### config.mk
export PLATFORM = sky130hd
export DESIGN_NAME = regfile_write_arbiter
export DESIGN_NICKNAME = d
export VERILOG_FILES = /design/src/rtl/regfile_write_arbiter.sv
export SDC_FILE = /design/constraint.sdc
export NUM_CORES = 1
export LEC_CHECK = 0
export BUFFER_PORTS_ARGS = -buffer_cell sky130_fd_sc_hd__buf_2
export CAP_MARGIN = 20
export CORE_ASPECT_RATIO = 1.4
export CORE_MARGIN = 2
export CORE_UTILIZATION = 35
export CTS_CLUSTER_SIZE = 28
export DETAILED_ROUTE_END_ITERATION = 7
export PLACE_DENSITY = 0.69
export SKIP_LAST_GASP = 1
export SYNTH_ARGS = -nofsm -noshare
export SYNTH_HDL_FRONTEND = slang
export SYNTH_SLANG_ARGS = --single-unit
### constraint.sdc
create_clock -name clk -period 3.5 [get_ports clk]
set_input_delay 0.35 -clock clk [delete_from_list [all_inputs] [get_ports clk]]
set_output_delay 0.35 -clock clk [all_outputs]
set_load 0.01 [all_outputs]
### src/rtl/regfile_write_arbiter.sv
// Write-path sequencer for an enable-gated register bank: zero-fill sweep after reset,
// then round-robin arbitration of two requesters onto a single write port.
module regfile_write_arbiter #(
  parameter int WIDTH  = 32,
  parameter int NREG   = 8,
  parameter int ADDR_W = 3
) (
  input  logic              clk,
  input  logic              reset,
  input  logic              req_a,
  input  logic [ADDR_W-1:0] addr_a,
  input  logic [WIDTH-1:0]  data_a,
  output logic              gnt_a,
  input  logic              req_b,
  input  logic [ADDR_W-1:0] addr_b,
  input  logic [WIDTH-1:0]  data_b,
  output logic              gnt_b,
  output logic [NREG-1:0]   wr_en,
  output logic [ADDR_W-1:0] wr_addr,
  output logic [WIDTH-1:0]  wr_data,
  output logic              ready
);

  typedef enum logic {INIT, RUN} state_t;

  state_t            state;
  logic [ADDR_W-1:0] init_ptr;
  logic              last_b;
  logic              elig_a, elig_b, pick_a, pick_b;

  // Addresses at or beyond NREG decode to no enable at all.
  function automatic logic [NREG-1:0] onehot(input logic [ADDR_W-1:0] a);
    onehot = '0;
    for (int i = 0; i < NREG; i++)
      if (a == ADDR_W'(i)) onehot[i] = 1'b1;
  endfunction

  // A requester that was granted last cycle sits out one cycle, so a req
  // dropped on the grant edge is never granted twice.
  always_comb begin
    elig_a = req_a & ~gnt_a;
    elig_b = req_b & ~gnt_b;
    pick_a = elig_a & (~elig_b | last_b);
    pick_b = elig_b & ~pick_a;
  end

  always_ff @(posedge clk) begin
    if (!reset) begin
      state    <= INIT;
      init_ptr <= '0;
      last_b   <= 1'b1;
      gnt_a    <= 1'b0;
      gnt_b    <= 1'b0;
      wr_en    <= '0;
      wr_addr  <= '0;
      wr_data  <= '0;
      ready    <= 1'b0;
    end else if (state == INIT) begin
      gnt_a    <= 1'b0;
      gnt_b    <= 1'b0;
      wr_en    <= onehot(init_ptr);
      wr_addr  <= init_ptr;
      wr_data  <= '0;
      init_ptr <= init_ptr + ADDR_W'(1);
      if (init_ptr == ADDR_W'(NREG-1)) begin
        state <= RUN;
        ready <= 1'b1;
      end
    end else begin
      gnt_a <= pick_a;
      gnt_b <= pick_b;
      if (pick_a) begin
        wr_en   <= onehot(addr_a);
        wr_addr <= addr_a;
        wr_data <= data_a;
        last_b  <= 1'b0;
      end else if (pick_b) begin
        wr_en   <= onehot(addr_b);
        wr_addr <= addr_b;
        wr_data <= data_b;
        last_b  <= 1'b1;
      end else begin
        wr_en <= '0;
      end
    end
  end

endmodule

==> impl_metrics.tcl <==
set metrics [dict create \
    max-cap-violations 0 \
    finalCritPeriodShare 0.561 \
    peakVddDrop_mv 0.155 \
    h-tree-depth 2 \
    ys_types 37 \
    io_buffers 119 \
    synth_commonest_cells "nand2_1, dfxtp_1, o21ai_0, a31oi_1, clkbuf_1" \
    start_util 0.366 \
    fin_worst_skew_ns 0.00683 \
    place_congestion 0.821 \
    hpwl_mm 4.50 \
    holdPathStages 3 \
    fmax_mhz 509 \
    report.final.slew_viol_count 0 \
    yosysTopAreaCell "dfxtp_1" \
    rsz0062_at_grt "no" \
    reg2regPathDepth 5 \
    start_kind "flop" \
    hold_viol 0 \
    cts_tree "yes" \
    root_buffer "clkbuf_8" \
    crit_buf_inv 1 \
    synth_seq_cells 51 \
    synthArstFlopShare 0 \
    die_height_um 99.7 \
    dieArea_mm2 0.00721 \
    area_growth_pct 32.5 \
    drive_gt1_frac 0.344 \
    hold_path.class "input port to flop" \
    tns_ns 0 \
    detail-route-antenna-nets 0 \
    cp_max_fo 20 \
    slowest_delay_ns 0.61 \
    min_period_ns 1.97 \
    crit_path_cell_trace "and2b_1 > o21a_1 > buf_4 > nand2_1 > a31oi_1" \
    synth-seq-area-share 0.446 \
    slew_headroom 0.547 \
    placement_rows 34 \
    post-cts-setup-buffers 0 \
    dp_cells 455 \
    grt_max_degree 69 \
    n_antenna_cell 0 \
    antenna_found_initial 0 \
    fin_ws_ns 1.53 \
    worstSetupPathType "flop to flop" \
    synth_edf_count 0 \
    vias 2416 \
    cts_max_path_buffers 2 \
    gr-usage-all-layers 0.175 \
    synth_warnings 0 \
    path_depth 5 \
    ys_top_cells_by_area "dfxtp_1, nand2_1, a31oi_1" \
    yosysTopAreaCellShare 0.446 \
    drt-initial-drc-count 136 \
    insertion_delay_ns 0.30 \
    status "finished clean" \
    powerDensity_mw_per_mm2 357 \
    layout.nets 472 \
    crit_path_end_kind "flop" \
    worst_path_max_delay_cell "o21a_1" \
    utilization 0.485 \
    crit_arrival_ns 2.19 \
    die_w_um 72.3 \
    tightestPinTransition_ns 0.679 \
    syn-cell-area_mm2 0.00229 \
    wl_per_cell_um 13.7 \
    path_delay_family "compound AO/OA/AOI/OAI gates" \
    syn_nets 364 \
    grt_pass1_wl_mm 10.3 \
    synth_cells 284 \
    routed_wl_mm 6.38 \
    cts_resized 0 \
    pre_cts_slack_ns 1.45 \
    ys.flop_type "dfxtp_1" \
    cp.required_ns 3.73 \
    setup_viol 0 \
    p_leak_uw 0.00144 \
    avgSynthCellArea_um2 8.05 \
    cts_buffers 5 \
    hold_buffers 0 \
    synth.most_common_cell "nand2_1" \
    vias_per_cell 5.21 \
    grt.overflow.total 0 \
    cts.sinks 51 \
    drc 0 \
    core_mm2 0.00625 \
    ios 120 \
    fin_cells 464 \
    dr.pass1.iters 4 \
    first_global_vias 2301 \
    path_clk_slew_ns 0.09 \
]
layout by cell type, fill, tap and decap left out, types with 2 or more instances in the layout:
cell and count:
buf_2 119, ha_1 6, dfxtp_1 51, a22oi_1 4, nor2_1 3, and2_1 5
a31oi_1 33, nand3_1 7, nand2_1 71, nand2b_1 3, buf_16 2, nor3b_1 2
a21oi_1 3, buf_4 2, nor4_1 2, clkbuf_8 6, nand2_2 2, o311ai_1 3
nor2b_1 4, o21ai_0 38, inv_1 5, o21a_1 2, o41ai_1 3
worst min-delay path: cells and delay by family:
family	cells	cell delay, ns
buffers and inverters	1	0.09
AO/OA/AOI/OAI	1	0.06
AND/OR/NAND/NOR	1	0.05
worst paths after layout:
kind,from,endpoint,slack [ns]
max,gnt_a$_SDFF_PN0_,wr_data[22]$_SDFFE_PN0P_,1.53
min,data_a[18],wr_data[18]$_SDFFE_PN0P_,0.30
max reg2reg,gnt_a$_SDFF_PN0_,wr_data[22]$_SDFFE_PN0P_,1.53
min reg2reg,ready$_SDFFE_PN0P_,ready$_SDFFE_PN0P_,0.47
layout make-up:
class | count | area, um2
multi-input combinational | 206 | 1150
sequential | 51 | 1020
fill | 645 | 3220
tap | 72 | 90.1
timing repair buffer | 123 | 666
clock inverter | 1 | 5.00
clock buffer | 6 | 82.6
inverter | 5 | 18.8
power breakdown:
group	internal (uW)	total, uW	switching [uW]	leakage (uW)
Clock	155	336	181	0.0000470
Sequential	590	597	7.51	0.000412
Combinational	66.6	147	80.7	0.000977
Total	812	1080	269	0.00144
layer usage:
layer / vias to the layer above / GRT usage / routed length [um] / part of all wire
met2: 92 / 0.307 / 3190 / 0.50
met5: - / 0 / 0 / 0
met3: 9 / 0.0334 / 444 / 0.070
met4: 0 / 0.0595 / 91 / 0.014
li1: 1220 / - / - / -
met1: 1095 / 0.211 / 2650 / 0.42
registers in the layout, summed over array words and instances, names as in the netlist:
signal / flops
gnt_b: 1
state: 1
last_b: 1
ready: 1
wr_en: 8
wr_data: 32
init_ptr: 3
wr_addr: 3
gnt_a: 1
cell families (layout without fill, tap and decap cells):
logic type	count (synthesis)	in the layout	share of synthesized area
flops	51	51	0.446
xor+xnor	1	1	0.00383
simple gates	105	105	0.207
mux	1	1	0.00438
compound gates	93	93	0.249
fa+ha+maj	6	6	0.0328
buf+inv	27	135	0.0558
per-stage QoR:
stage	area, um2	hold slack [ns]	total power, uW
global placement	2890	0.445	750
detailed placement	2890	0.457	751
floorplan	2290	0.452	687
finish	3030	0.298	1080
global route	3030	0.290	1130
CTS	2980	0.291	1090
(Power assumes the default switching activity.)
